## src/rtl/vrf_port_arbiter.sv

```systemverilog
// VRF port arbiter: round-robin write-port sharing (ALU/VLD) and read sequencing.
// Define VRF_FWD_EN to forward same-cycle write data instead of stalling the read.
module vrf_port_arbiter #(
  parameter int ADDR_W = 10,
  parameter int DATA_W = 64
) (
  input  logic              clk,
  input  logic              rst,
  input  logic              alu_wr_valid,
  output logic              alu_wr_ready,
  input  logic [ADDR_W-1:0] alu_wr_addr,
  input  logic [DATA_W-1:0] alu_wr_data,
  input  logic              vld_wr_valid,
  output logic              vld_wr_ready,
  input  logic [ADDR_W-1:0] vld_wr_addr,
  input  logic [DATA_W-1:0] vld_wr_data,
  input  logic              rd_valid,
  output logic              rd_ready,
  input  logic [ADDR_W-1:0] rd_addr_a,
  input  logic [ADDR_W-1:0] rd_addr_b,
  output logic              rd_resp_valid,
  input  logic              rd_resp_ready,
  output logic [DATA_W-1:0] rd_data_a,
  output logic [DATA_W-1:0] rd_data_b,
  output logic [ADDR_W-1:0] vrf_aa,
  output logic [ADDR_W-1:0] vrf_ab,
  output logic [ADDR_W-1:0] vrf_ac,
  output logic [DATA_W-1:0] vrf_dc,
  output logic              vrf_valid_dc,
  input  logic [DATA_W-1:0] vrf_da,
  input  logic [DATA_W-1:0] vrf_db
);

  typedef enum logic [1:0] {
    IDLE = 2'd0,
    RESP = 2'd1,
    HOLD = 2'd2
  } state_t;

  state_t state;
  state_t state_nxt;

  logic              alu_pri;
  logic              gnt_alu;
  logic              gnt_vld;
  logic              gnt;
  logic [ADDR_W-1:0] ac_q;
  logic [DATA_W-1:0] dc_q;
  logic [ADDR_W-1:0] aa_q;
  logic [ADDR_W-1:0] ab_q;
  logic [DATA_W-1:0] hold_a;
  logic [DATA_W-1:0] hold_b;
  logic [DATA_W-1:0] resp_a;
  logic [DATA_W-1:0] resp_b;
  logic              hit_a;
  logic              hit_b;
  logic              hazard;
  logic              open;
  logic              accept;

  // Grants are qualified by rst so every ready drops while reset is held.
  always_comb begin
    gnt_alu = rst & alu_wr_valid & (alu_pri | ~vld_wr_valid);
    gnt_vld = rst & vld_wr_valid & ~gnt_alu;
    gnt     = gnt_alu | gnt_vld;
  end

  assign alu_wr_ready = gnt_alu;
  assign vld_wr_ready = gnt_vld;
  assign vrf_valid_dc = gnt;

  always_comb begin
    vrf_ac = ac_q;
    vrf_dc = dc_q;
    unique case (1'b1)
      gnt_alu: begin
        vrf_ac = alu_wr_addr;
        vrf_dc = alu_wr_data;
      end
      gnt_vld: begin
        vrf_ac = vld_wr_addr;
        vrf_dc = vld_wr_data;
      end
      default: ;
    endcase
  end

  always_ff @(posedge clk or negedge rst) begin
    if (!rst) begin
      alu_pri <= 1'b1;
      ac_q    <= '0;
      dc_q    <= '0;
    end else if (gnt) begin
      alu_pri <= gnt_vld;
      ac_q    <= vrf_ac;
      dc_q    <= vrf_dc;
    end
  end

  assign hit_a  = gnt & (vrf_ac == rd_addr_a);
  assign hit_b  = gnt & (vrf_ac == rd_addr_b);
  assign hazard = hit_a | hit_b;

  // A new read may only enter when the response slot drains this cycle.
  assign open = rst & ((state == IDLE) |
                       ((state == RESP) & rd_resp_ready));

`ifdef VRF_FWD_EN
  assign rd_ready = open;
`else
  assign rd_ready = open & ~hazard;
`endif

  assign accept = rd_valid & rd_ready;
  assign vrf_aa = rd_ready ? rd_addr_a : aa_q;
  assign vrf_ab = rd_ready ? rd_addr_b : ab_q;

  always_ff @(posedge clk or negedge rst) begin
    if (!rst) begin
      aa_q <= '0;
      ab_q <= '0;
    end else if (rd_ready) begin
      aa_q <= rd_addr_a;
      ab_q <= rd_addr_b;
    end
  end

`ifdef VRF_FWD_EN
  logic              fwd_a;
  logic              fwd_b;
  logic [DATA_W-1:0] fwd_d;

  always_ff @(posedge clk or negedge rst) begin
    if (!rst) begin
      fwd_a <= 1'b0;
      fwd_b <= 1'b0;
      fwd_d <= '0;
    end else begin
      fwd_a <= accept & hit_a;
      fwd_b <= accept & hit_b;
      fwd_d <= vrf_dc;
    end
  end

  assign resp_a = fwd_a ? fwd_d : vrf_da;
  assign resp_b = fwd_b ? fwd_d : vrf_db;
`else
  assign resp_a = vrf_da;
  assign resp_b = vrf_db;
`endif

  always_ff @(posedge clk or negedge rst) begin
    if (!rst) begin
      state <= IDLE;
    end else begin
      state <= state_nxt;
    end
  end

  always_comb begin
    state_nxt = IDLE;
    unique case (state)
      IDLE: state_nxt = accept ? RESP : IDLE;
      RESP: begin
        if (!rd_resp_ready) begin
          state_nxt = HOLD;
        end else begin
          state_nxt = accept ? RESP : IDLE;
        end
      end
      HOLD: state_nxt = rd_resp_ready ? IDLE : HOLD;
      default: state_nxt = IDLE;
    endcase
  end

  // Snapshot at the stall so later writes cannot alter the held operands.
  always_ff @(posedge clk or negedge rst) begin
    if (!rst) begin
      hold_a <= '0;
      hold_b <= '0;
    end else if ((state == RESP) && !rd_resp_ready) begin
      hold_a <= resp_a;
      hold_b <= resp_b;
    end
  end

  always_comb begin
    rd_resp_valid = 1'b0;
    rd_data_a     = resp_a;
    rd_data_b     = resp_b;
    unique case (state)
      RESP: rd_resp_valid = 1'b1;
      HOLD: begin
        rd_resp_valid = 1'b1;
        rd_data_a     = hold_a;
        rd_data_b     = hold_b;
      end
      default: ;
    endcase
  end

endmodule

```

## config.mk

```make
export PLATFORM = sky130hd
export DESIGN_NAME = vrf_port_arbiter
export DESIGN_NICKNAME = d
export VERILOG_FILES = /design/src/rtl/vrf_port_arbiter.sv
export SDC_FILE = /design/constraint.sdc
export NUM_CORES = 1
export LEC_CHECK = 0
export BUFFER_PORTS_ARGS = -buffer_cell sky130_fd_sc_hd__buf_2
export CAP_MARGIN = 10
export CORE_AREA = 2 2 203 205
export CTS_CLUSTER_DIAMETER = 50
export CTS_CLUSTER_SIZE = 24
export DETAILED_ROUTE_END_ITERATION = 12
export DIE_AREA = 0 0 205 207
export PLACE_DENSITY = 0.51
export REMOVE_ABC_BUFFERS = 1
export SLEW_MARGIN = 10
export SYNTH_ARGS = -nofsm -noshare
export SYNTH_HDL_FRONTEND = slang
export SYNTH_SLANG_ARGS = --single-unit
```

## constraint.sdc

```tcl
create_clock -name clk -period 3.9 [get_ports clk]
set_clock_uncertainty 0.15 [all_clocks]
set_input_delay 0.195 -clock clk [delete_from_list [all_inputs] [get_ports clk]]
set_output_delay 0.195 -clock clk [all_outputs]
set_load 0.005 [all_outputs]
```

Word-level counts from Yosys, hierarchy flattened

Cells that the tools add are included.

Reduce and logical (&&, ||, !) cells: 4
Bitwise logic cells: 17
Equal/unequal tests: 4
Multiplexer cells: 11

Operators with widths:

| kind                                                 | number |
|---|---|
| two-way mux 64 bit                                   | 2 |
| case mux 64 bit (2 select lines)                     | 1 |
| equality test 10 bit                                 | 2 |
| two-way mux 10 bit                                   | 2 |
| case mux 10 bit (2 select lines)                     | 1 |
| bitwise AND 1 bit                                    | 10 |
| case mux 2 bit (3 select lines)                      | 1 |
| two-way mux 2 bit                                    | 2 |
| bitwise OR 1 bit                                     | 4 |
| NOT 1 bit                                            | 3 |
| equality test 2 x 1 -> 1 bit (second input constant) | 1 |
| equality test 2 bit (second input constant)          | 1 |
| logical NOT 2 bit                                    | 1 |
| two-way mux 1 bit                                    | 2 |
| OR reduction 2 bit                                   | 1 |
| logical AND 1 bit                                    | 1 |
| logical NOT 1 bit                                    | 1 |

Flip-flop bits (word level): 225
Output and inout bits: 227
Word-level logic and storage cells: 44
Input port bits: 302

Depth between registers and ports, before layout

Word-level depth: 15
Mapped depth: 11
Gate-level depth less buffers: 9

Worst setup path before layout

No wires, ideal clock.

Path kind: flip-flop to output port
Start point: reg alu_pri
End point: out vrf_aa[0]
Path buffers: 2
Cell stages (with the launch flop): 11
Data required time: 3.555 ns
Setup slack: 1.106 ns
Arrival time: 2.449 ns
Cells stage by stage: dfstp_2 nor2b_2 or2_1 buf_6 o22ai_4 xor2_1 o211ai_1 or4_1 o211a_2 buf_6 mux2_4

Cells in the longest elaborated chain, start to end: 11
Elaborated cells on any way between the ends: 14
Classes of those cells: eq/ne: 2; mux: 2; bitwise: 10

RTL lines:

| element                                        | line     | RTL |
|---|---|---|
| start, declared                                | 43       | `logic alu_pri;` |
| start signal, assigned                         | 94       | `alu_pri <= gnt_vld;` |
| bitwise OR 1 bit *                             | 63       | `gnt_alu = rst & alu_wr_valid & (alu_pri \| ~vld_wr_valid);` |
| bitwise AND 1 bit *                            | 63       |  |
| NOT 1 bit                                      | 64       | `gnt_vld = rst & vld_wr_valid & ~gnt_alu;` |
| bitwise AND 1 bit                              | 64       |  |
| case mux 10 bit (2 select lines)               | 75       | `unique case (1'b1)` |
| equality test 10 bit, on equally long branches | 100, 101 |  |
| bitwise AND 1 bit, on equally long branches    | 100, 101 |  |
| bitwise OR 1 bit *                             | 102      | `assign hazard = hit_a \| hit_b;` |
| NOT 1 bit *                                    | 111      | `assign rd_ready = open & ~hazard;` |
| bitwise AND 1 bit *                            | 111      |  |
| two-way mux 10 bit *                           | -        |  |
| end, declared                                  | 25       | `output logic [ADDR_W-1:0] vrf_aa,` |

Mark *: on every way between the ends. The rest lies on a longest branch, timed or not.

Final worst setup path

Start point: in rst
End point: out vrf_aa[3]

Cells in the longest elaborated chain, start to end: 11
Elaborated cells on any way between the ends: 16
Classes of those cells: eq/ne: 2; mux: 2; bitwise: 12

RTL lines:

| element                                        | line     | RTL |
|---|---|---|
| start, declared                                | 8        | `input logic rst,` |
| bitwise AND 1 bit (2 in a row)                 | 63       |  |
| NOT 1 bit                                      | 64       |  |
| bitwise AND 1 bit                              | 64       |  |
| case mux 10 bit (2 select lines)               | 75       |  |
| equality test 10 bit, on equally long branches | 100, 101 |  |
| bitwise AND 1 bit, on equally long branches    | 100, 101 |  |
| bitwise OR 1 bit                               | 102      |  |
| NOT 1 bit                                      | 111      |  |
| bitwise AND 1 bit *                            | 111      |  |
| two-way mux 10 bit *                           | -        |  |

Marked as above.

==> metrics.txt <==
# TYPE chip_impl_metric gauge
chip_impl_info{name="outcome",value="complete, no violations"} 1
chip_impl_metric{name="tightest_slew",unit="ns"} 0.941
chip_impl_metric{name="cts.reportedPaths.clkPinSlew",unit="ns"} 0.05
chip_impl_metric{name="synth-warning-count",unit=""} 0
chip_impl_metric{name="switching_share",unit=""} 0.262
chip_impl_metric{name="effective_utilization_at_floorplan",unit=""} 0.273
chip_impl_metric{name="cp.required",unit="ns"} 3.56
chip_impl_metric{name="final.period_utilization",unit=""} 0.960
chip_impl_metric{name="fin_area",unit="um2"} 18600
chip_impl_metric{name="final_nets",unit=""} 2063
chip_impl_info{name="root_buffer",value="clkbuf_16"} 1
chip_impl_metric{name="cts_sinks",unit=""} 225
chip_impl_metric{name="number_of_buffers_on_the_longest_clock_path",unit=""} 3
chip_impl_info{name="critical-path-slowest-cell",value="dlygate4sd3_1"} 1
chip_impl_metric{name="path_depth",unit=""} 11
chip_impl_info{name="layout_commonest_cell",value="buf_2"} 1
chip_impl_info{name="cts_tree",value="yes"} 1
chip_impl_metric{name="switching_pwr",unit="mW"} 2.30
chip_impl_metric{name="initialDrtViolationCount",unit=""} 394
chip_impl_metric{name="async_flop_share",unit=""} 1.00
chip_impl_metric{name="floorplan.io_pins",unit=""} 529
chip_impl_metric{name="number_of_global_route_vias_before_repair",unit=""} 11000
chip_impl_metric{name="maxCapViolations",unit=""} 0
chip_impl_metric{name="io_buffer_count",unit=""} 528
chip_impl_metric{name="critPathMaxFanout",unit=""} 29
chip_impl_metric{name="finalWeightedCongestion",unit=""} 0.855
chip_impl_metric{name="synth.cell_area",unit="um2"} 11000
chip_impl_metric{name="power.clock.fraction",unit=""} 0.389
chip_impl_metric{name="layout_min_cycle_time",unit="ns"} 3.74
chip_impl_metric{name="synth_edf_count",unit=""} 0
chip_impl_metric{name="synth.avg_cell_area",unit="um2"} 11.8
chip_impl_metric{name="synth_cells",unit=""} 935
chip_impl_info{name="synth_ff_type",value="dfrtp_1"} 1
chip_impl_metric{name="worst_r2r_path_depth",unit=""} 8
chip_impl_metric{name="globalRoute.totalOverflow",unit=""} 0
chip_impl_metric{name="detail_route.first_pass.iterations",unit=""} 4
chip_impl_metric{name="cts_h_tree_lvls",unit=""} 2
chip_impl_metric{name="slew_violations",unit=""} 0
chip_impl_metric{name="timing.critical_path.arrival",unit="ns"} 3.40
chip_impl_metric{name="via_count",unit=""} 10500
chip_impl_metric{name="synth.lib_cells_used.distinct",unit=""} 47
chip_impl_metric{name="pwr-share-comb",unit=""} 0.250
chip_impl_metric{name="placement.cell_area",unit="um2"} 14300
chip_impl_metric{name="r2r_slack",unit="ns"} 0.93
chip_impl_metric{name="syn_to_final_growth",unit="%"} 68.8
chip_impl_metric{name="power_frac_seq",unit=""} 0.361
chip_impl_metric{name="post-place-ws",unit="ns"} 0.338
chip_impl_info{name="worstSetupEndpointType",value="output port"} 1
chip_impl_metric{name="chipWidth",unit="um"} 205
chip_impl_info{name="crit_type",value="primary input to output port"} 1
chip_impl_metric{name="grt_pass1_wl",unit="um"} 61300
chip_impl_metric{name="critical-path-max-stage-delay",unit="ns"} 0.59
chip_impl_info{name="layout.cells.most_common_list",value="buf_2 (527), dlygate4sd3_1 (297), mux2_2 (258)"} 1
chip_impl_metric{name="die_y",unit="um"} 207
chip_impl_metric{name="floorplan.core_area",unit="um2"} 40400
chip_impl_metric{name="timing_hold_violations_final",unit=""} 0
chip_impl_metric{name="fmaxAchievable",unit="MHz"} 267
chip_impl_metric{name="timing.critical_path.buf_inv",unit=""} 3
chip_impl_metric{name="final-setup-viol-count",unit=""} 0
chip_impl_metric{name="cts.repair_timing.setup_buffer_count",unit=""} 0
chip_impl_info{name="holdCritPathClass",value="primary input to asynchronous set/reset pin"} 1
chip_impl_metric{name="fin_ws",unit="ns"} 0.158
chip_impl_metric{name="routedWlPerCell",unit="um"} 17.7
chip_impl_info{name="crit_family",value="compound AO/OA/AOI/OAI gates"} 1
chip_impl_metric{name="core.rowCount",unit=""} 74
chip_impl_metric{name="drive_above_1_share",unit=""} 0.504
chip_impl_metric{name="maxSlewHeadroom",unit=""} 0.373
chip_impl_info{name="worstPathCellList",value="dlygate4sd3_1 > buf_12 > nand2_1 > a21o_2 > o22ai_4 > xor2_1 > o211ai_1 > or4_1 > o211a_4 > mux2_4 > buf_2"} 1
chip_impl_metric{name="hold-worst-slack",unit="ns"} 0.0196
chip_impl_info{name="rsz0062_at_grt",value="false"} 1
chip_impl_metric{name="postRouteAntennaNets",unit=""} 0
chip_impl_metric{name="seq_area_frac_synth",unit=""} 0.512
chip_impl_metric{name="fp.dieArea",unit="um2"} 42400
chip_impl_metric{name="wl",unit="um"} 40900
chip_impl_metric{name="vdd.ir_drop.worst",unit="V"} 0.000319
chip_impl_metric{name="via_per_inst",unit=""} 4.52
chip_impl_metric{name="power_leakage",unit="nW"} 9.19
chip_impl_info{name="worstSetupStartpointType",value="primary input"} 1
chip_impl_metric{name="power_density",unit="nW/um2"} 472
chip_impl_metric{name="grt_usage",unit=""} 0.184
chip_impl_metric{name="dp_hpwl",unit="um"} 28400
chip_impl_metric{name="numCtsBuffers",unit=""} 35
chip_impl_metric{name="grt_antenna_before_repair",unit=""} 10
chip_impl_metric{name="synth-seq-cells",unit=""} 225
chip_impl_metric{name="grt_start_max_net_pins",unit=""} 71
chip_impl_metric{name="post-route-drc-count",unit=""} 0
chip_impl_metric{name="internal-power",unit="mW"} 6.46
chip_impl_metric{name="clock_latency",unit="ns"} 0.51
chip_impl_metric{name="finalPower",unit="mW"} 8.76
[layer usage]
| metal | track usage | routed length [um] |
|---|---|---|
| met4 | 0.0662 | 1230 |
| met2 | 0.318 | 19900 |
| met1 | 0.214 | 16300 |
| met5 | 0 | 82 |
| met3 | 0.0566 | 3410 |
[cell type report]
class                      instances  area (um2)
fill                            3776       21800
timing repair buffer             838        5770
clock buffer                      46        1020
antenna                            3        7.51
multi-input combinational        628        5110
clock inverter                    17         268
inverter                          29         109
tap                              532         666
sequential                       225        5630
[cells in the mapped netlist, types with 2 or more instances]
| cell type | count | area [um2] |
|---|---|---|
| o211ai_1 | 2 | 15.0 |
| a21oi_1 | 3 | 15.0 |
| a2bb2oi_1 | 2 | 17.5 |
| nand2b_1 | 3 | 18.8 |
| nor2_1 | 24 | 90.1 |
| buf_6 | 3 | 33.8 |
| dfrtp_1 | 224 | 5610 |
| buf_2 | 2 | 10.0 |
| ha_1 | 4 | 50.1 |
| inv_1 | 28 | 105 |
| nand2_1 | 196 | 736 |
| mux2_2 | 258 | 2910 |
| o32a_1 | 3 | 30.0 |
| buf_1 | 6 | 22.5 |
| mux2_4 | 18 | 270 |
| o22ai_1 | 12 | 75.1 |
| o221ai_2 | 2 | 30.0 |
| a22oi_1 | 64 | 480 |
| nor3_1 | 3 | 15.0 |
| a221oi_1 | 2 | 17.5 |
| o22ai_2 | 3 | 37.5 |
| o32ai_1 | 3 | 26.3 |
| o2111ai_1 | 2 | 17.5 |
| clkbuf_1 | 43 | 161 |
| xor2_1 | 3 | 26.3 |
[per-stage QoR]
stage / setup TNS, ns / std cells / utilization
floorplan: -147.76 / 881 / -
global placement: 0 / 1954 / 0.353
detailed placement: 0 / 1954 / 0.353
CTS: 0 / 2314 / 0.459
global route: 0 / 2317 / 0.460
finish: 0 / 2318 / 0.460
[power by group through the flow]
stage	logic [mW]	clock network [mW]	registers, mW
final	2.19	3.41	3.16
after global routing	2.39	3.60	3.23
after CTS	2.19	3.50	3.16
after detailed placement	1.84	0	3.19
after global placement	1.81	0	3.16
after floorplan	1.09	0	3.12
[registers in the layout (all words and copies together), names as in the netlist]
signal and cells:
state 2, aa_q 10, ab_q 10, hold_b 64, hold_a 64, ac_q 10, dc_q 64, alu_pri 1
[worst paths after layout]
kind | from | end
setup / recovery | rst | vrf_aa[3]
hold / removal | rst | ac_q[7]$_DFFE_PN0N_
setup reg to reg | alu_pri$_DFFE_PN1N_ | aa_q[3]$_DFF_PN0_
hold reg to reg | aa_q[4]$_DFF_PN0_ | aa_q[4]$_DFF_PN0_
max in group asynchronous | rst | dc_q[57]$_DFFE_PN0N_
min in group clk | alu_wr_addr[3] | ac_q[3]$_DFFE_PN0N_
[kinds of logic (layout without fill, tap and decap cells)]
kind of cell	after synthesis	count (layout)	share of synthesized area
other	0	3	0
flip-flops	225	225	0.512
buffers and inverters	83	930	0.0306
multiplexers	276	276	0.288
XOR/XNOR	3	3	0.00239
AO/OA/AOI/OAI	109	110	0.0787
AND/OR/NAND/NOR	235	235	0.0838
adder cells (fa/ha/maj)	4	4	0.00455
[repair_timing]
| action | in CTS | in global routing |
|---|---|---|
| gates resized for setup | 1 | 7 |
| pin swaps | 0 | 1 |
| hold endpoints to repair | 330 | 0 |
| hold buffers | 297 | 0 |
| gates cloned | 0 | 1 |
| endpoints found under the setup margin | 20 | 20 |
Power figures use the tool's default switching activity.
